`src/rtl/uart_tx_port.sv`:
```
// Memory-mapped 8N1 UART transmitter on the MEM-stage data bus.
// Byte stores to TX_ADDR queue into a small FIFO; STATUS_ADDR returns {overflow, full, empty, busy}.
module uart_tx_port #(
   parameter int          DATA_WIDTH   = 32,
   parameter int          CLKS_PER_BIT = 16,
   parameter int          FIFO_DEPTH   = 4,
   parameter logic [31:0] TX_ADDR      = 32'h1001_0024,
   parameter logic [31:0] STATUS_ADDR  = 32'h1001_0028
) (
   input  logic                  clk,
   input  logic                  reset,
   input  logic [31:0]           Address,
   input  logic [DATA_WIDTH-1:0] WriteData,
   input  logic                  MemWrite,
   input  logic                  MemRead,
   output logic [DATA_WIDTH-1:0] ReadData,
   output logic                  Hit,
   output logic                  tx,
   output logic                  TxBusy
);

   localparam int PTR_W = $clog2(FIFO_DEPTH);
   localparam int CNT_W = $clog2(CLKS_PER_BIT);
   localparam logic [CNT_W-1:0] BAUD_LAST = CNT_W'(CLKS_PER_BIT - 1);
   localparam logic [PTR_W:0]   FIFO_FULL = (PTR_W + 1)'(FIFO_DEPTH);

   typedef enum logic [1:0] {IDLE, START, DATA, STOP} txState_t;

   txState_t         state, stateNext;
   logic [CNT_W-1:0] baudCnt, baudNext;
   logic [2:0]       bitIdx, bitNext;
   logic [7:0]       shiftReg, shiftNext;
   logic             txNext;
   logic             popReq;
   logic             baudEnd;

   logic [7:0]       fifoMem [FIFO_DEPTH];
   logic [PTR_W-1:0] wrPtr, rdPtr;
   logic [PTR_W:0]   fifoCount;
   logic             fifoEmpty, fifoFull;
   logic             pushReq, pushAccept, ovfEvent, statusRd;
   logic             overflow;
   logic             unusedWdata;

   assign unusedWdata = ^WriteData[DATA_WIDTH-1:8];

   assign Hit        = (Address == TX_ADDR) || (Address == STATUS_ADDR);
   assign pushReq    = MemWrite && (Address == TX_ADDR);
   assign statusRd   = MemRead && (Address == STATUS_ADDR);
   assign fifoEmpty  = (fifoCount == '0);
   assign fifoFull   = (fifoCount == FIFO_FULL);
   // A pop on the same edge frees the slot, so a push into a full FIFO still lands.
   assign pushAccept = pushReq && (!fifoFull || popReq);
   assign ovfEvent   = pushReq && fifoFull && !popReq;
   assign baudEnd    = (baudCnt == BAUD_LAST);
   assign TxBusy     = (state != IDLE);

   always_comb begin
      ReadData = '0;
      if (statusRd) ReadData[3:0] = {overflow, fifoFull, fifoEmpty, TxBusy};
   end

   always_comb begin
      stateNext = state;
      baudNext  = baudCnt;
      bitNext   = bitIdx;
      shiftNext = shiftReg;
      popReq    = 1'b0;
      unique case (state)
         IDLE: begin
            if (!fifoEmpty) begin
               popReq    = 1'b1;
               shiftNext = fifoMem[rdPtr];
               baudNext  = '0;
               stateNext = START;
            end
         end
         START: begin
            if (baudEnd) begin
               baudNext  = '0;
               bitNext   = '0;
               stateNext = DATA;
            end else begin
               baudNext = baudCnt + CNT_W'(1);
            end
         end
         DATA: begin
            if (baudEnd) begin
               baudNext = '0;
               if (bitIdx == 3'd7) begin
                  stateNext = STOP;
               end else begin
                  bitNext   = bitIdx + 3'd1;
                  shiftNext = {1'b0, shiftReg[7:1]};
               end
            end else begin
               baudNext = baudCnt + CNT_W'(1);
            end
         end
         STOP: begin
            if (baudEnd) begin
               baudNext = '0;
               // Chain straight into the next start bit when more data is waiting.
               if (!fifoEmpty) begin
                  popReq    = 1'b1;
                  shiftNext = fifoMem[rdPtr];
                  stateNext = START;
               end else begin
                  stateNext = IDLE;
               end
            end else begin
               baudNext = baudCnt + CNT_W'(1);
            end
         end
      endcase
   end

   // The line level is registered from the state being entered, so it changes with the state.
   always_comb begin
      txNext = 1'b1;
      unique case (stateNext)
         IDLE:  txNext = 1'b1;
         START: txNext = 1'b0;
         DATA:  txNext = shiftNext[0];
         STOP:  txNext = 1'b1;
      endcase
   end

   always_ff @(posedge clk or negedge reset) begin
      if (!reset) begin
         state     <= IDLE;
         baudCnt   <= '0;
         bitIdx    <= '0;
         shiftReg  <= '0;
         tx        <= 1'b1;
         wrPtr     <= '0;
         rdPtr     <= '0;
         fifoCount <= '0;
         overflow  <= 1'b0;
      end else begin
         state    <= stateNext;
         baudCnt  <= baudNext;
         bitIdx   <= bitNext;
         shiftReg <= shiftNext;
         tx       <= txNext;
         if (pushAccept) wrPtr <= wrPtr + PTR_W'(1);
         if (popReq)     rdPtr <= rdPtr + PTR_W'(1);
         unique case ({pushAccept, popReq})
            2'b10:   fifoCount <= fifoCount + (PTR_W + 1)'(1);
            2'b01:   fifoCount <= fifoCount - (PTR_W + 1)'(1);
            default: fifoCount <= fifoCount;
         endcase
         if (ovfEvent)      overflow <= 1'b1;
         else if (statusRd) overflow <= 1'b0;
      end
   end

   always_ff @(posedge clk) begin
      if (pushAccept) fifoMem[wrPtr] <= WriteData[7:0];
   end

endmodule

```
`config.mk`:
```
export PLATFORM = sky130hd
export DESIGN_NAME = uart_tx_port
export DESIGN_NICKNAME = d
export VERILOG_FILES = /design/src/rtl/uart_tx_port.sv
export SDC_FILE = /design/constraint.sdc
export NUM_CORES = 1
export LEC_CHECK = 0
export BUFFER_PORTS_ARGS = -buffer_cell sky130_fd_sc_hd__buf_2
export CAP_MARGIN = 20
export CELL_PAD_IN_SITES_DETAIL_PLACEMENT = 1
export CELL_PAD_IN_SITES_GLOBAL_PLACEMENT = 1
export CORE_ASPECT_RATIO = 0.9
export CORE_MARGIN = 2
export CORE_UTILIZATION = 30
export DETAILED_ROUTE_END_ITERATION = 6
export GPL_TIMING_DRIVEN = 1
export HOLD_SLACK_MARGIN = 0.02
export PLACE_DENSITY_LB_ADDON = 0.1
export RECOVER_POWER = 100
export SYNTH_ARGS = -nofsm -noshare
export SYNTH_HDL_FRONTEND = slang
export SYNTH_SLANG_ARGS = --single-unit
```
`constraint.sdc`:
```
create_clock -name clk -period 2.25 [get_ports clk]
set_input_delay 0.5625 -clock clk [delete_from_list [all_inputs] [get_ports clk]]
set_output_delay 0.5625 -clock clk [all_outputs]
set_load 0.05 [all_outputs]
```
==> results_dict.tcl, run 1 <==
set metrics [dict create \
    hold_end "overflow" \
    syn-cell-area_um2 3120 \
    ant_nets 0 \
    mostFrequentLayoutCells "32 x edfxtp_1, 30 x buf_4, 28 x conb_1, 25 x dfrtp_1, 23 x buf_2" \
    fmax_mhz 434 \
    critPathSlowestCell "and4_4" \
    placedCellCount 467 \
    grt_overflow 0 \
    endpoint_kind "output pin" \
    drc 0 \
    regToRegSetupSlack_ns 0.01 \
    busiest_layer "met2" \
    final_util_pct 42.3 \
    period_share_pct 102 \
    r2r_end "fifoCount[2]" \
    final_max_slew_viol_count 27 \
    grt.met1_usage_pct 16.1 \
    yosysSeqAreaShare_pct 51.8 \
    die_area_um2 11200 \
    fin_cells 487 \
    worstHoldPathCells 1 \
    fin_skew_ns 0.00608 \
    first_global_vias 2394 \
    synth.distinct_cells 54 \
    synth_edf_count 32 \
    leakage_nw 1.77 \
    drive_gt1_share_pct 36.6 \
    cp_max_fo 2 \
    fin_ws_ns -0.0548 \
    cts_buffers 9 \
    grt_pass1_wl_um 11700 \
    tightest_slew_ns 1.54 \
    run_status "finished, violations left" \
    arrival_ns 1.74 \
    place_congestion 0.757 \
    cellPowerDensity_nw_per_um2 736 \
    period_minus_slack_ns 2.30 \
    die_h_um 101 \
    required_ns 1.69 \
    ff2ff_path_depth 10 \
    ys_ff_latch 58 \
    min_from "overflow" \
    yosysTopAreaCell "edfxtp_1" \
    layout_commonest_cell "edfxtp_1" \
    num_rows 35 \
    critPathTopFamily "simple AND/OR/NAND/NOR gates" \
    drt-initial-drc-count 63 \
    cts_sinks 58 \
    wl_per_cell_um 15.0 \
    root_buffer "clkbuf_16" \
    clock_path_buffers 2 \
    violations "capacitance limit, slew limit, setup timing" \
    vias 2233 \
    synthFlopType "edfxtp_1" \
    cts_tree "built" \
    cp_slowest_stage_delay_ns 0.29 \
    grt_antenna_before_repair 0 \
    drt-total-wl_um 7320 \
    antenna_cells 0 \
    synth-async-reset-ratio_pct 44.8 \
    io_buffer_count 50 \
    htreeDepth 3 \
    path_class "in -> out" \
    rsz0062_at_grt "true" \
    area_delta_synth_final_pct 37.9 \
    startpoint_type "primary input" \
    drt_pass1_iterations 4 \
    finalSetupViolations 3 \
    critPathBufInv 2 \
    routed_via_density 4.59 \
    reg2reg_from "state[1]" \
    synthTopCellsByArea "edfxtp_1 31%, dfrtp_1 20%, buf_4 7.0%" \
    min_path_type "reg -> reg" \
    relSlewSlack_pct -2.91 \
    synth_cells 256 \
    hpwlAfterDp_um 5300 \
    p_total_mw 3.16 \
    die_w_um 111 \
    use_met2_pct 24.3 \
    grt_max_degree 27 \
    final_nets 437 \
    clock_latency_ns 0.32 \
    drv_cap 1 \
    syn_avg_cell_area_um2 12.2 \
    yosysWarnings 0 \
    gr-usage-all-layers_pct 13.5 \
    synth_top_area_share_pct 30.8 \
    path_cells "buf_6, nor4b_4, and4_4, nand3_4, nor4b_4, buf_6" \
    core_area_um2 10200 \
    path_clk_slew_ns 0.05 \
    ioPinCount 103 \
    start_util_pct 30.7 \
    hold_violations 0 \
    ir_drop_v 0.000418 \
    pre_cts_slack_ns -0.318 \
    gr-usage-met3_pct 3.61 \
]
==> metal layers <==
metal	wire (µm)	vias up	part of all wire, %
li1	-	1091	-
met1	3250	1100	44
met2	3790	37	52
met3	230	5	3.1
met4	48	0	0.66
met5	0	-	0
==> Yosys cell counts, types with 2 or more instances <==
cell,number
a22oi_1,7
edfxtp_1,32
dfrtp_1,25
nand2_1,11
nor2_1,15
clkbuf_1,4
mux4_2,8
o31ai_1,2
nor2b_1,3
o22ai_1,6
buf_4,29
xnor2_1,4
inv_1,16
ha_1,15
nor3_1,4
nor3b_1,4
and3_1,4
a21o_1,2
nor4_1,6
o21ai_0,10
and4_1,2
xor2_1,3
nor4b_1,4
a22o_1,5
nand3_1,5
nand4_1,2
==> repair_timing <==
| action | in CTS | in global routing |
|---|---|---|
| endpoints found under the setup margin | 6 | 10 |
| gates cloned | 0 | 0 |
| hold buffers | 0 | 0 |
| buffers inserted | 1 | 3 |
| resized for setup | 24 | 17 |
| pin swaps | 14 | 15 |
==> where the power goes <==
group          switching, mW  internal (mW)
clock                  0.499          0.977
sequential            0.0484           1.22
combinational          0.258          0.159
==> how the worst max path moves through the flow <==
stage                           start           end  slack, ns  depth (start not counted)
after floorplan           Address[20]   ReadData[2]      -0.20                          4
after global placement    Address[15]  fifoCount[2]      -0.32                         11
after detailed placement  Address[15]  fifoCount[2]      -0.32                         11
after CTS                 Address[19]   ReadData[2]      -0.11                          6
after global routing       Address[9]   ReadData[2]      -0.11                          6
final                     Address[17]   ReadData[2]      -0.05                          6
==> through the flow <==
| step | TNS, ns | hold WS [ns] | area (µm²) |
|---|---|---|---|
| after floorplan | -0.545 | 0.267 | 3390 |
| after global placement | -1.41 | 0.481 | 3860 |
| after detailed placement | -1.59 | 0.481 | 3860 |
| after CTS | -0.245 | 0.290 | 4300 |
| after global routing | -0.521 | 0.507 | 4300 |
| final | -0.0670 | 0.490 | 4300 |
==> logic make-up (layout without fill, tap and decap cells) <==
family	Yosys count	in the layout	share of synthesized area (%)
fa+ha+maj	16	16	6.67
xor+xnor	7	7	1.97
other cells	1	28	0.120
buf+inv	51	126	9.72
flops	58	58	51.8
mux	10	10	6.47
compound gates	44	44	10.3
simple gates	69	69	13.0
==> area by class of cell <==
type / count / area, µm²
inverter: 16 / 60.1
fill: 1126 / 5860
multi-input combinational: 174 / 1500
tap: 129 / 161
timing repair buffer: 94 / 632
clock inverter: 7 / 103
sequential: 58 / 1610
clock buffer: 9 / 225
==> flip-flops by register name, summed over array words and instances (netlist names) <==
name	count
shiftReg	8
baudCnt	4
tx	1
state	2
rdPtr	2
overflow	1
wrPtr	2
fifoMem	32
bitIdx	3
fifoCount	3
(Power assumes the default switching activity.)
==> run 2: changes to the inputs <==
==> constraint.sdc (replaced) <==
create_clock -name clk -period 2.4 [get_ports clk]
set_input_delay 0.6 -clock clk [delete_from_list [all_inputs] [get_ports clk]]
set_output_delay 0.6 -clock clk [all_outputs]
set_load 0.05 [all_outputs]
==> run 2 against run 1 <==
Count of clock-buffer cells in the layout rose by 1. The run still ends with capacitance limit, slew limit, setup timing left. Critical endpoint unchanged. Setup slack got worse by 0.0030 ns. Highest routed layer unchanged. Sequential power fell by 6%. First-iteration DRC count fell by 9.5%. Final area fell by 3.8%. Critical path depth did not move. Flip-flop and latch count did not move. Die area did not move.
==> results_dict.tcl, run 2 (synthesized netlist as in run 1, its figures left out) <==
set metrics [dict create \
    worstHoldPathCells 2 \
    min_path_type "reg -> reg" \
    gr-usage-all-layers_pct 13.9 \
    rsz0062_at_grt "true" \
    path_class "in -> out" \
    root_buffer "clkbuf_16" \
    largestRegisters "fifoMem (32), shiftReg (8), baudCnt (4)" \
    layout_commonest_cell "edfxtp_1" \
    clock_latency_ns 0.32 \
    mostFrequentLayoutCells "32 x edfxtp_1, 28 x conb_1, 26 x buf_2, 25 x dfrtp_1, 19 x buf_4" \
    drt-total-wl_um 7190 \
    grt_overflow 0 \
    cts_tree "built" \
    reg2reg_from "state[0]" \
    drive_gt1_share_pct 32.6 \
    wl_per_cell_um 15.3 \
    fin_skew_ns 0.00551 \
    min_from "baudCnt[1]" \
    num_rows 35 \
    ir_drop_v 0.000465 \
    die_h_um 101 \
    grt_antenna_before_repair 0 \
    die_w_um 111 \
    required_ns 1.80 \
    tightest_slew_ns 1.60 \
    area_delta_synth_final_pct 32.6 \
    regMostFlops "fifoMem" \
    die_area_um2 11200 \
    drc 0 \
    hold_violations 0 \
    first_global_vias 2362 \
    arrival_ns 1.86 \
    regToRegSetupSlack_ns 0.08 \
    period_share_pct 102 \
    leakage_nw 1.69 \
    period_minus_slack_ns 2.46 \
    fillers 1117 \
    cellPowerDensity_nw_per_um2 705 \
    holdWs_ns 0.517 \
    io_buffer_count 50 \
    r2r_end "fifoCount[2]" \
    relSlewSlack_pct -6.49 \
    cts_sinks 58 \
    drv_cap 1 \
    seq_area_um2 1610 \
    routed_via_density 4.64 \
    ff2ff_path_depth 11 \
    endpoint_kind "output pin" \
    final_max_slew_viol_count 27 \
    ant_nets 0 \
    fin_ws_ns -0.0578 \
    core_area_um2 10200 \
    final_nets 420 \
    grt_pass1_wl_um 12100 \
    place_congestion 0.714 \
    finalSetupViolations 1 \
    fin_tns_setup_ns -0.0578 \
    ioPinCount 103 \
    drt-initial-drc-count 57 \
    cp_max_fo 2 \
    hpwlAfterDp_um 5330 \
    start_util_pct 30.7 \
    run_status "finished, violations left" \
    vias 2180 \
    startpoint_type "primary input" \
    violations "capacitance limit, slew limit, setup timing" \
    hold_end "baudCnt[1]" \
    path_clk_slew_ns 0.05 \
    largest_reg_flops 32 \
    drt_pass1_iterations 4 \
    cts_buffers 9 \
    clock_path_buffers 2 \
    multiInputGateArea_um2 1480 \
    grt_max_degree 27 \
    antenna_cells 0 \
    htreeDepth 3 \
    fmax_mhz 407 \
]
-- run 2: cell types whose count changed in the layout (fill, tap and decap cells not counted), moves of 2 or more --
cell      previous run  this run
clkinv_2             0         2
buf_8                0         2
clkbuf_2             8         5
ha_4                 2         0
buf_2               23        26
buf_4               30        19
clkinv_4             3         0
buf_6               17        12
clkbuf_1            16        14
-- run 2: cell type report --
cell class / count / area share, %
multi-input combinational: 174 / 35.7
timing repair buffer: 77 / 12.4
tap: 129 / 3.91
sequential: 58 / 39.0
clock buffer: 10 / 5.54
clock inverter: 6 / 1.97
inverter: 16 / 1.45
-- run 2: per-layer routing --
| metal | track usage, % | share of wire, % |
|---|---|---|
| met5 | 0 | 0 |
| met4 | 4.84 | 0.88 |
| met3 | 3.73 | 3.0 |
| met2 | 23.7 | 51 |
| met1 | 17.3 | 45 |
-- run 2: power by group --
part | internal [mW] | switching (mW) | leakage (nW)
combinational | 0.143 | 0.242 | 0.930
sequential | 1.15 | 0.0488 | 0.608
clock | 0.900 | 0.434 | 0.150
total | 2.19 | 0.725 | 1.69
-- run 2: worst max path at each step --
stage	cells after the start	endpoint	from	slack, ns
2_1_floorplan	4	ReadData[2]	Address[20]	-0.13
3_3_place_gp	11	fifoCount[2]	Address[15]	-0.22
3_5_place_dp	9	fifoCount[1]	Address[15]	-0.28
4_1_cts	6	ReadData[2]	Address[17]	-0.07
5_1_grt	6	ReadData[2]	Address[14]	-0.12
6_report	6	ReadData[2]	Address[14]	-0.06
-- run 2: critical path, cell delays in order --
cell,delay [ns]
buf_6,0.09
nor4b_4,0.30
and4_4,0.29
nand3_4,0.10
nor4b_4,0.28
buf_6,0.19
-- run 2: repair_timing --
action | CTS | global route
setup buffers | 2 | 1
pin swaps | 7 | 8
gates resized for setup | 17 | 19
endpoints found under the setup margin | 6 | 8
hold buffers | 0 | 0
hold endpoints to repair | 0 | 0
-- run 2: metrics by stage --
step | setup slack (ns) | power, mW | cells | util [%] | cell area [µm²]
finish | -0.0578 | 2.91 | 470 | 40.7 | 4130
global route | -0.121 | 3.05 | 470 | 40.7 | 4130
CTS | -0.0741 | 2.96 | 469 | 40.4 | 4110
detailed placement | -0.275 | 1.59 | 451 | 36.5 | 3710
global placement | -0.222 | 1.58 | 451 | 36.5 | 3710
floorplan | -0.130 | 1.51 | 283 | - | 3360
==> run 3: changes to the inputs <==
--- a/config.mk
+++ b/config.mk
@@ -9,7 +9,6 @@
 export CAP_MARGIN = 20
 export CELL_PAD_IN_SITES_DETAIL_PLACEMENT = 1
 export CELL_PAD_IN_SITES_GLOBAL_PLACEMENT = 1
-export CORE_ASPECT_RATIO = 0.9
 export CORE_MARGIN = 2
 export CORE_UTILIZATION = 30
 export DETAILED_ROUTE_END_ITERATION = 6
==> run 3 against run 2 <==
The flow still finishes with violations (capacitance limit, slew limit, setup timing). Worst hold slack gained 0.0039 ns. Sequential power is essentially flat. Clock power shrank 23%. Power shrank 11%. Final area shrank 3.0%. Via count shrank 0.92%. First-iteration DRC count shrank 11%. Wire length shrank 3.4%. Non-clock buffer count is the same. Maximum frequency grew 1.1%. Critical endpoint unchanged. Highest routed layer unchanged.
==> results_dict.tcl, run 3 (synthesized netlist as in run 1, its figures left out) <==
set metrics [dict create \
    hold_buffers 0 \
    root_buffer "clkbuf_8" \
    first_global_vias 2267 \
    arrival_ns 1.83 \
    period_minus_slack_ns 2.43 \
    grt_pass1_wl_um 11300 \
    regMostFlops "fifoMem" \
    htreeDepth 3 \
    cp_slowest_stage_delay_ns 0.29 \
    critPathTopFamily "simple AND/OR/NAND/NOR gates" \
    final_max_slew_viol_count 27 \
    antenna_cells 0 \
    largest_reg_flops 32 \
    cellPowerDensity_nw_per_um2 647 \
    wl_per_cell_um 14.6 \
    timing.critical_path.mode_cell "nor4b_4" \
    final_nets 420 \
    drc 0 \
    io_buffer_count 50 \
    critPathSlowestCell "nor4b_4" \
    min_path_type "reg -> reg" \
    fin_ws_ns -0.0300 \
    violations "capacitance limit, slew limit, setup timing" \
    cts_sinks 58 \
    power.switching_uw 719 \
    clock_latency_ns 0.34 \
    p_total_mw 2.59 \
    clock_path_buffers 2 \
    hpwlAfterDp_um 5140 \
    die_h_um 106 \
    drive_gt1_share_pct 32.0 \
    largestRegisters "fifoMem (32), shiftReg (8), baudCnt (4)" \
    use_met2_pct 22.7 \
    fmax_mhz 412 \
    die_area_um2 11200 \
    drt-initial-drc-count 51 \
    mostFrequentLayoutCells "32 x edfxtp_1, 29 x buf_2, 28 x conb_1, 25 x dfrtp_1, 20 x buf_4" \
    placedCellCount 460 \
    startpoint_type "primary input" \
    busiest_layer "met2" \
    fin_skew_ns 0.00956 \
    die_w_um 106 \
    area_delta_synth_final_pct 28.6 \
    gr-usage-all-layers_pct 13.2 \
    required_ns 1.80 \
    run_status "finished, violations left" \
    ioPinCount 103 \
    p_seq_share_pct 46.0 \
    drt_pass1_iterations 4 \
    cp_max_fo 2 \
    endpoint_kind "output pin" \
    critPathBufInv 2 \
    tightest_slew_ns 1.59 \
    hold_violations 0 \
    ir_drop_v 0.000300 \
    vias 2160 \
    path_class "in -> out" \
    gr-usage-met3_pct 3.19 \
    layout_commonest_cell "edfxtp_1" \
    grt_overflow 0 \
    start_util_pct 30.6 \
    relSlewSlack_pct -5.69 \
    core_area_um2 10200 \
    finalSetupViolations 2 \
    drt-total-wl_um 6940 \
    grt.met1_usage_pct 16.2 \
    grt_max_degree 27 \
    pwr-share-comb_pct 14.4 \
    routed_via_density 4.53 \
    path_clk_slew_ns 0.07 \
    rsz0062_at_grt "true" \
    leakage_nw 1.64 \
    num_rows 37 \
    clockPowerShare_pct 39.6 \
    cts_tree "built" \
    place_congestion 0.690 \
    period_share_pct 101 \
    fin_cells 477 \
    drv_cap 1 \
    p_sw_share_pct 27.7 \
    cts_buffers 9 \
    internal-power_mw 1.87 \
    ant_nets 0 \
    grt_antenna_before_repair 0 \
    path_cells "buf_2, nor4b_4, and4_4, nand3_4, nor4b_4, buf_6" \
]
## run 3: cell count changes in the layout (fill, tap and decap cells not counted), sizes merged
cell    delta
clkbuf     -1
inv        +1
## run 3: metal layers
metal | up-vias | part of all wire, %
li1 | 1052 | -
met1 | 1062 | 45
met2 | 33 | 51
met3 | 13 | 2.8
met4 | 0 | 1.6
met5 | - | 0
## run 3: worst paths after layout
check | from | to | slack [ns] | cells past startpoint
worst max-delay path | Address[30] | ReadData[2] | -0.03 | 6
worst min-delay path | overflow | overflow | 0.52 | 1
worst max register to register | state[1] | wrPtr[1] | 0.09 | 6
worst min register to register | overflow | overflow | 0.52 | 1
max in group asynchronous | reset | shiftReg[5] | 0.82 | 1
min in group asynchronous | reset | baudCnt[3] | 0.65 | 1
## run 3: per-stage QoR
stage	hold slack, ns	setup slack (ns)	TNS [ns]	instance area (µm²)	util, %
global route	0.533	-0.104	-0.445	4010	39.3
global placement	0.482	-0.237	-0.966	3730	36.6
CTS	0.300	-0.0406	-0.0611	4040	39.7
floorplan	0.304	-0.130	-0.135	3360	-
finish	0.521	-0.0300	-0.0394	4010	39.3
detailed placement	0.503	-0.275	-1.08	3730	36.6
## run 3: what timing repair did
action,in CTS,in global routing
setup buffers,1,0
resized for setup,17,6
pin swaps,8,6
setup endpoints to repair,5,6
## run 3: power groups by stage
stage / clock network [mW] / logic, mW / registers [mW]
floorplan: 0 / 0.274 / 1.24
global placement: 0 / 0.366 / 1.21
detailed placement: 0 / 0.373 / 1.22
CTS: 1.06 / 0.383 / 1.19
global route: 1.11 / 0.410 / 1.21
finish: 1.03 / 0.374 / 1.19
## run 3: cell type report
| class | count | area, µm² |
|---|---|---|
| clock buffers | 9 | 124 |
| clock inverters | 7 | 103 |
| fillers | 1158 | 6180 |
| inverters | 16 | 60.1 |
| multi-input cells | 174 | 1460 |
| flip-flops and latches | 58 | 1610 |
| well taps | 136 | 170 |
| repair buffers | 77 | 483 |
